<file path="config.mk">
export PLATFORM = sky130hd
export DESIGN_NAME = ip_mapperram_ctrl
export DESIGN_NICKNAME = d
export VERILOG_FILES = /design/src/rtl/mapperram_pkg.sv /design/src/rtl/ip_mapperram_segreg.sv /design/src/rtl/ip_mapperram_ctrl.sv
export SDC_FILE = /design/constraint.sdc
export NUM_CORES = 1
export LEC_CHECK = 0
export BUFFER_PORTS_ARGS = -buffer_cell sky130_fd_sc_hd__buf_2
export CORE_MARGIN = 3
export CORE_UTILIZATION = 55
export DETAILED_ROUTE_END_ITERATION = 8
export GPL_TIMING_DRIVEN = 1
export PLACE_DENSITY_LB_ADDON = 0.15
export RECOVER_POWER = 100
export REMOVE_ABC_BUFFERS = 1
export SYNTH_ARGS = -nofsm -noshare
export SYNTH_HDL_FRONTEND = slang
export SYNTH_SLANG_ARGS = --single-unit
</file>
<file path="constraint.sdc">
create_clock -name clk -period 4.25 [get_ports clk]
set_clock_uncertainty 0.05 [all_clocks]
set_input_delay 0.2125 -clock clk [delete_from_list [all_inputs] [get_ports clk]]
set_output_delay 0.2125 -clock clk [all_outputs]
set_load 0.02 [all_outputs]
</file>
<file path="src/rtl/mapperram_pkg.sv">
// mapperram_pkg
//   Shared definitions for the MSX memory mapper controller:
//   request FSM state encoding, default I/O base port, segment reset
//   values and the pad mask used when segment registers are read back.
package mapperram_pkg;

  typedef enum logic [1:0] {
    IDLE    = 2'd0,
    REQ     = 2'd1,
    WAIT_RD = 2'd2,
    RELEASE = 2'd3
  } state_t;

  localparam logic [7:0] DEFAULT_IO_BASE = 8'hFC;

  // Pages 0..3 come out of reset pointing at segments 3,2,1,0.
  localparam logic [7:0] SEG0_RESET = 8'd3;
  localparam logic [7:0] SEG1_RESET = 8'd2;
  localparam logic [7:0] SEG2_RESET = 8'd1;
  localparam logic [7:0] SEG3_RESET = 8'd0;

  function automatic logic [7:0] seg_reset_value(input int page);
    case (page)
      0:       return SEG0_RESET;
      1:       return SEG1_RESET;
      2:       return SEG2_RESET;
      default: return SEG3_RESET;
    endcase
  endfunction

  // Ones in every bit above the implemented segment width.
  function automatic logic [7:0] readback_pad(input int seg_bits);
    logic [8:0] low_ones;
    low_ones = (9'd1 << seg_bits) - 9'd1;
    return ~low_ones[7:0];
  endfunction

endpackage

</file>
<file path="src/rtl/ip_mapperram_segreg.sv">
// ip_mapperram_segreg
//   Four page segment registers with I/O port decode, page mux and
//   (when MAPPERRAM_READBACK_EN is defined) the readback mux.
// Ports
//   clk, reset      clock / synchronous active-high reset
//   io_port         low byte of the bus address (I/O port number)
//   page_sel        bus_address[15:14]
//   seg_wdata       segment value from the bus write data (already truncated)
//   bus_io          I/O cycle qualifier
//   bus_write       write strobe
//   port_hit        io_port is within IO_BASE..IO_BASE+3
//   page_seg        segment currently mapped to page_sel
//   rb_data         readback byte, upper bits padded with ones (readback build only)
module ip_mapperram_segreg
  import mapperram_pkg::*;
#(
  parameter int         SEG_BITS = 8,
  parameter logic [7:0] IO_BASE  = DEFAULT_IO_BASE
) (
  input  logic                clk,
  input  logic                reset,
  input  logic [7:0]          io_port,
  input  logic [1:0]          page_sel,
  input  logic [SEG_BITS-1:0] seg_wdata,
  input  logic                bus_io,
  input  logic                bus_write,
  output logic                port_hit,
  output logic [SEG_BITS-1:0] page_seg
`ifdef MAPPERRAM_READBACK_EN
  ,
  output logic [7:0]          rb_data
`endif
);

  logic [3:0][SEG_BITS-1:0] seg_all;

  // IO_BASE is 4-aligned, so only the upper six port bits need matching.
  assign port_hit = (io_port[7:2] == IO_BASE[7:2]);

  generate
    for (genvar gi = 0; gi < 4; gi++) begin : g_seg
      localparam logic [7:0] RESET_VAL = seg_reset_value(gi);
      logic [SEG_BITS-1:0] seg_reg;
      logic                seg_we;

      assign seg_we = bus_io & bus_write & port_hit & (io_port[1:0] == 2'(gi));

      always_ff @(posedge clk) begin
        if (reset) begin
          seg_reg <= RESET_VAL[SEG_BITS-1:0];
        end else if (seg_we) begin
          seg_reg <= seg_wdata;
        end
      end

      assign seg_all[gi] = seg_reg;
    end
  endgenerate

  assign page_seg = seg_all[page_sel];

`ifdef MAPPERRAM_READBACK_EN
  assign rb_data = readback_pad(SEG_BITS) | 8'(seg_all[io_port[1:0]]);
`endif

endmodule

</file>
<file path="src/rtl/ip_mapperram_ctrl.sv">
// ip_mapperram_ctrl
//   MSX memory mapper controller between the MSX-50BUS slot decoder and
//   an external RAM controller. Maps the four 16KB CPU pages through
//   segment registers at I/O ports IO_BASE..IO_BASE+3 and issues exactly
//   one RAM read or write per bus memory access.
//   Optional feature macro: MAPPERRAM_READBACK_EN (I/O readback of segments).
// Ports
//   clk, reset                     clock / synchronous active-high reset
//   bus_address                    [15:14] page, [13:0] offset, [7:0] I/O port
//   bus_io_cs, bus_memory_cs       chip selects toward the slot decoder
//   bus_read_ready, bus_read_data  one-cycle read-valid pulse and held data
//   bus_write_data                 write data from the bus
//   bus_read, bus_write            level strobes, held for the whole access
//   bus_io, bus_memory             cycle qualifiers
//   rd, wr                         RAM requests, held until accepted (!busy)
//   busy                           RAM busy
//   address, wdata                 latched RAM byte address and write data
//   rdata, rdata_en                RAM read data and its valid strobe
module ip_mapperram_ctrl
  import mapperram_pkg::*;
#(
  parameter int         SEG_BITS = 8,
  parameter logic [7:0] IO_BASE  = DEFAULT_IO_BASE
) (
  input  logic                   clk,
  input  logic                   reset,
  input  logic [15:0]            bus_address,
  output logic                   bus_io_cs,
  output logic                   bus_memory_cs,
  output logic                   bus_read_ready,
  output logic [7:0]             bus_read_data,
  input  logic [7:0]             bus_write_data,
  input  logic                   bus_read,
  input  logic                   bus_write,
  input  logic                   bus_io,
  input  logic                   bus_memory,
  output logic                   rd,
  output logic                   wr,
  input  logic                   busy,
  output logic [SEG_BITS+13:0]   address,
  output logic [7:0]             wdata,
  input  logic [7:0]             rdata,
  input  logic                   rdata_en
);

  state_t                state_reg, state_next;
  logic                  op_write_reg;
  logic [SEG_BITS+13:0]  address_reg;
  logic [7:0]            wdata_reg;
  logic [7:0]            read_data_reg;
  logic                  read_ready_reg;

  logic                  port_hit;
  logic [SEG_BITS-1:0]   page_seg;
  logic                  mem_req;
  logic                  io_rd;
`ifdef MAPPERRAM_READBACK_EN
  logic [7:0]            rb_data;
`endif

  ip_mapperram_segreg #(
    .SEG_BITS (SEG_BITS),
    .IO_BASE  (IO_BASE)
  ) u_segreg (
    .clk       (clk),
    .reset     (reset),
    .io_port   (bus_address[7:0]),
    .page_sel  (bus_address[15:14]),
    .seg_wdata (bus_write_data[SEG_BITS-1:0]),
    .bus_io    (bus_io),
    .bus_write (bus_write),
    .port_hit  (port_hit),
    .page_seg  (page_seg)
`ifdef MAPPERRAM_READBACK_EN
    ,
    .rb_data   (rb_data)
`endif
  );

  // bus_io excludes the memory path, so an I/O cycle always wins.
  assign mem_req = bus_memory & (bus_read ^ bus_write) & ~bus_io;

`ifdef MAPPERRAM_READBACK_EN
  assign io_rd     = bus_io & bus_read & ~bus_write & port_hit;
  assign bus_io_cs = port_hit;
`else
  assign io_rd     = 1'b0;
  assign bus_io_cs = port_hit & bus_write;
`endif

  assign bus_memory_cs = 1'b1;

  // State register
  always_ff @(posedge clk) begin
    if (reset) begin
      state_reg <= IDLE;
    end else begin
      state_reg <= state_next;
    end
  end

  // Next-state logic
  always_comb begin
    state_next = state_reg;
    case (state_reg)
      IDLE: begin
        if (io_rd) begin
          state_next = RELEASE;
        end else if (mem_req) begin
          state_next = REQ;
        end
      end
      REQ: begin
        if (!busy) begin
          state_next = op_write_reg ? RELEASE : WAIT_RD;
        end
      end
      WAIT_RD: begin
        if (rdata_en) begin
          state_next = RELEASE;
        end
      end
      RELEASE: begin
        // Held strobes park here so one bus access yields one RAM access.
        if (!bus_read && !bus_write) begin
          state_next = IDLE;
        end
      end
      default: state_next = IDLE;
    endcase
  end

  // Output logic
  always_comb begin
    rd = 1'b0;
    wr = 1'b0;
    if (state_reg == REQ) begin
      rd = ~op_write_reg;
      wr = op_write_reg;
    end
  end

  // Request latches and read-return path. Latches only load in IDLE so a
  // segment write during an outstanding request cannot move its address.
  always_ff @(posedge clk) begin
    if (reset) begin
      op_write_reg   <= 1'b0;
      address_reg    <= '0;
      wdata_reg      <= 8'h00;
      read_data_reg  <= 8'h00;
      read_ready_reg <= 1'b0;
    end else begin
      read_ready_reg <= 1'b0;
      if (state_reg == IDLE && mem_req) begin
        op_write_reg <= bus_write;
        address_reg  <= {page_seg, bus_address[13:0]};
        wdata_reg    <= bus_write_data;
      end
`ifdef MAPPERRAM_READBACK_EN
      if (state_reg == IDLE && io_rd) begin
        read_data_reg  <= rb_data;
        read_ready_reg <= 1'b1;
      end
`endif
      if (state_reg == WAIT_RD && rdata_en) begin
        read_data_reg  <= rdata;
        read_ready_reg <= 1'b1;
      end
    end
  end

  assign address        = address_reg;
  assign wdata          = wdata_reg;
  assign bus_read_data  = read_data_reg;
  assign bus_read_ready = read_ready_reg;

endmodule

</file>
---- Word-level counts from Yosys, hierarchy flattened ----
Index checks and enable logic that the tools add are counted.
word-level totals
  bits in registers ....................... 74
  bits of input ports ..................... 40
  output and inout bits ................... 43
  logic and storage cells ................. 53
operators by class
  magnitude comparators ................... 1
  eq/ne operators ......................... 11
  muxes and demuxes ....................... 11
  bitwise operators ....................... 12
  reduce and logical (&&, ||, !) cells .... 8
operator list
  kind                                                         count
  binary-select mux 8 bit (select 2 bit)                       1
  bitwise AND 1 bit                                            9
  == test 2 bit (second input constant)                        4
  2-to-1 mux 2 bit                                             4
  2-to-1 mux 8 bit                                             1
  != test 2 bit (second input constant)                        4
  one-hot mux 2 bit (4 select lines)                           1
  == test 6 bit (second input constant)                        1
  == test 2 x 1 -> 1 bit (second input constant)               2
  zero test 2 bit                                              2
  2-to-1 mux 1 bit                                             4
  AND reduction 4 bit                                          1
  logical AND 1 bit                                            3
  less-than comparator 2 x 3 -> 1 bit (second input constant)  1
  zero test 1 bit                                              2
  inverter 1 bit                                               2
  XOR 1 bit                                                    1

---- Depth between registers and ports, before layout ----
  depth in word-level cells ............... 5
  mapped depth ............................ 8
  gate-level depth less buffers ........... 6

---- By module ----
A second synthesis with hierarchy kept.
unflattened totals
  cells, all modules ...................... 335
  area total of the unflattened synthesis .. 3190.6 µm²
modules (own cells, without submodules)
  module               times used  cells each  area an instance (µm²)  sequential area each (µm²)
  ip_mapperram_ctrl    1           204         1656.6                  840.8
  ip_mapperram_segreg  1           131         1534.0                  640.6

---- Least setup slack after synthesis ----
OpenSTA, ideal clock, no wires.
  path kind ............................... register to register
  start ................................... register state_reg[0]
  end ..................................... register state_reg[0]
  library setup time ...................... 95 ps
  arrival time ............................ 1606 ps
  required time ........................... 4105 ps
  slack ................................... 2499 ps
  cell stages (with the launch flop) ...... 8
  path buffers ............................ 1
  clock period less this slack ............ 1751 ps
  cells stage by stage .................... dfxtp_1 -> inv_1 -> ha_1 -> buf_2 -> nor2b_1 -> a2111oi_2 -> o21ai_1 -> a221oi_1
on the way
  cells in the longest elaborated chain, start to end .. 3
  elaborated cells on any way between the ends .. 10
  classes of those cells .................. 7 x eq/ne; 1 x mux; 2 x reduce/logical
RTL lines
  what                                   RTL line                  source
  from (decl)                            ip_mapperram_ctrl.sv:46   state_t state_reg, state_next;
  from (signal assigned)                 ip_mapperram_ctrl.sv:98   state_reg <= state_next;
  == test 2 bit (tied with other cells)  ip_mapperram_ctrl.sv:105  case (state_reg)
  != test 2 bit (no line)                n/a
  AND reduction 4 bit (no line)          n/a
Parallel ways exist; a longest one is shown, timed or not.
A chain may end at the register's enable or synchronous reset.

---- Worst setup path after layout ----
  start ................................... input bus_address[4]
  end ..................................... register u_segreg.g_seg[2].seg_reg[2]
on the way
  cells in the longest elaborated chain, start to end .. 3
RTL lines
  what                            RTL line                   source
  from (decl)                     ip_mapperram_ctrl.sv:27    input logic [15:0] bus_address,
  == test 6 bit                   ip_mapperram_segreg.sv:38  assign port_hit = (io_port[7:2] == IO_BASE[7:2]);
  bitwise AND 1 bit (2 in a row)  ip_mapperram_segreg.sv:46  assign seg_we = bus_io & bus_write & port_hit & (io_port[1:0] == 2'(gi));
  to (signal assigned)            ip_mapperram_segreg.sv:50  seg_reg <= RESET_VAL[SEG_BITS-1:0];
  to (signal assigned)            ip_mapperram_segreg.sv:52  seg_reg <= seg_wdata;
  to (decl)                       ip_mapperram_segreg.sv:43  logic [SEG_BITS-1:0] seg_reg;
Every way passes these cells.

==> flow_summary.yaml <==
grt:
  grt.total_usage: 0.208
  grt_max_degree: 47
  grt_pass1_vias: 2354
  grt_pass1_wl_mm: 10.4
  antenna_found_initial: 0
  grt-ovfl-total: 0
power:
  power_leakage_nw: 1.26
  power_frac_seq: 0.517
  power_density_mw_per_mm2: 409
  p_comb_frac: 0.147
  ir_drop_v: 0.000278
  p_switching_w: 0.000396
  clockPowerShare: 0.336
  p_sw_frac: 0.277
  p_int_w: 0.00103
placed_design:
  place_inst: 458
  io_buffers: 81
  dp_hpwl_mm: 4.32
  gp_congestion: 0.738
clock_tree:
  cts_made_buffers: 9
  ctsHtreeMaxLevel: 3
  cts_tree: "yes"
  clk_path_buf_depth: 2
  cts-root-buf: "clkbuf_8"
  clk_latency_ns: 0.33
  clk_pin_slew_ns: 0.07
  clock_sinks: 74
  cts_hold_buffers: 0
  cts_resized: 0
  postCtsSetupRepairBufs: 0
detailed_routing:
  drtIter0Drc: 85
  antenna_left: 0
  via_per_inst: 5.22
  vias: 2472
  first_pass_iters: 4
  wirelength_mm: 6.30
  drt-wirelength-per-cell_um: 13.3
  drc: 0
synthesis:
  yosysTopAreaCell: "dfxtp_1"
  ys_ff_latch: 74
  synthesis.area_mm2: 0.00298
  netlist_top_cells_count: "74 x dfxtp_1, 72 x nand2_1, 43 x a21oi_1"
  synth_area_per_cell_um2: 9.17
  yosysWarnings: 0
  synth_cell_types: 28
  ys_top_cells_by_area: "dfxtp_1 50%, mux2i_1 9.7%, nand2_1 9.1%, a21oi_1 7.2%, mux4_2 6.0%"
  yosysMostFrequentCell: "dfxtp_1"
  synthCells: 325
  ys_async_sr_fraction: 0
  seq_area_frac_synth: 0.497
  synth_top_area_frac: 0.497
  synth_edf_count: 0
  ys.flop_type: "dfxtp_1"
sta:
  fmax_mhz: 380
  drv_slew: 51
  worst_pin_slew_ns: 2.29
  hold_viol_final: 0
  slew_headroom: -0.542
  layout_min_cycle_time_ns: 2.63
  rsz0062_at_grt: "false"
  fin_setup_tns_ns: 0
  fin_crit_sh: 0.619
  setup_viol: 0
critical_path:
  cp.arrival_ns: 2.78
  crit_fanout: 9
  crit_path_end_kind: "flop"
  setup.worst_path.class: "input pin to flop"
  reg2regPathDepth: 6
  critPathRequiredTime_ns: 4.40
  critPathLaunchType: "input pin"
cells_and_area:
  largest_reg_flops: 32
  drive_gt1_frac: 0.166
  stdcell_count: 474
  antennaDiodeCount: 0
  multiInputGateArea_mm2: 0.00134
  area_delta_synth_final_pct: 17.0
  regArea_mm2: 0.00148
  fill_cells: 449
  final_nets: 444
min_path:
  min_path_type: "input pin to flop"
  hold_depth: 3
floorplan:
  fp.dieH_um: 79.6
  die_w_um: 79.6
  die_area_mm2: 0.00634
  core_area_mm2: 0.00517
  start_util: 0.576
  row_count: 26
  io_pins: 83
job:
  max_cap_viol_count: 3
status:
  violations: "max-capacitance violations, max-slew violations"
  status: "finished with violations"
==> per-stage QoR <==
| step | total power [W] | cell area [µm²] | worst slack (ns) | hold slack [ns] | util |
|---|---|---|---|---|---|
| finish | 0.00143 | 3490 | 1.62 | 0.0667 | 0.674 |
| global route | 0.00149 | 3490 | 1.33 | 0.0563 | 0.674 |
| CTS | 0.00146 | 3610 | 2.13 | 0.0535 | 0.697 |
| detailed placement | 0.000982 | 3430 | 2.14 | 0.393 | 0.663 |
| global placement | 0.000977 | 3430 | 2.22 | 0.389 | 0.663 |
| floorplan | 0.000888 | 2890 | 2.03 | 0.232 | - |
==> layout make-up <==
type                            instances  share of cell area
Timing Repair Buffer                   85               0.108
Multi-Input combinational cell        223               0.384
Clock buffer                           11              0.0434
Tap cell                               70              0.0251
Inverter                                6             0.00646
Clock inverter                          5             0.00825
Sequential cell                        74               0.425
==> worst max-delay path: stages <==
cell and delay, ns:
clkbuf_1 0.11, nand4_1 0.24, nor4_1 1.83, mux2i_1 0.34, nor2_1 0.05
==> power by group through the flow <==
stage	registers (W)	clock network (W)	logic (W)
2_1_floorplan	0.000780	0	0.000108
5_1_grt	0.000742	0.000515	0.000235
3_3_place_gp	0.000753	0	0.000223
4_1_cts	0.000738	0.000490	0.000229
3_5_place_dp	0.000754	0	0.000228
6_report	0.000739	0.000479	0.000210
==> cell usage in the layout (no fill, tap or decap), drive strengths merged <==
cell type	instances
nand4	2
or2	1
buf	41
mux2i	29
nor4	2
nor3	7
a221oi	1
nor2b	3
inv	6
clkinv	5
conb	1
nand2	72
nand3	9
nor2	34
clkbuf	55
nor4b	1
and2	2
a2111oi	1
a21oi	43
dfxtp	74
nand3b	1
o21ai	1
mux4	8
ha	5
==> routing by layer <==
layer | up-vias | share of wire | global-route usage
li1 | 1242 | - | -
met1 | 1147 | 0.45 | 0.256
met2 | 77 | 0.47 | 0.356
met3 | 6 | 0.067 | 0.0406
met4 | 0 | 0.0097 | 0.0842
met5 | - | 0 | 0
==> logic make-up (layout without fill, tap and decap cells) <==
group	after synthesis	in the layout	share of synthesized area
mux	37	37	0.158
compound gates	46	46	0.0818
fa+ha+maj	5	5	0.0210
other cells	1	1	0.00126
buf+inv	28	107	0.0386
flops	74	74	0.497
simple gates	134	134	0.203
==> path summary, 6_finish.rpt <==
path,startpoint,endpoint,slack (ns)
setup / recovery,bus_address[4],u_segreg.g_seg[2].seg_reg[2],1.62
hold / removal,bus_address[11],address[11],0.07
setup reg to reg,state_reg[0],wdata[1],1.67
hold reg to reg,bus_read_data[2],bus_read_data[2],0.40
(Power assumes the default switching activity.)
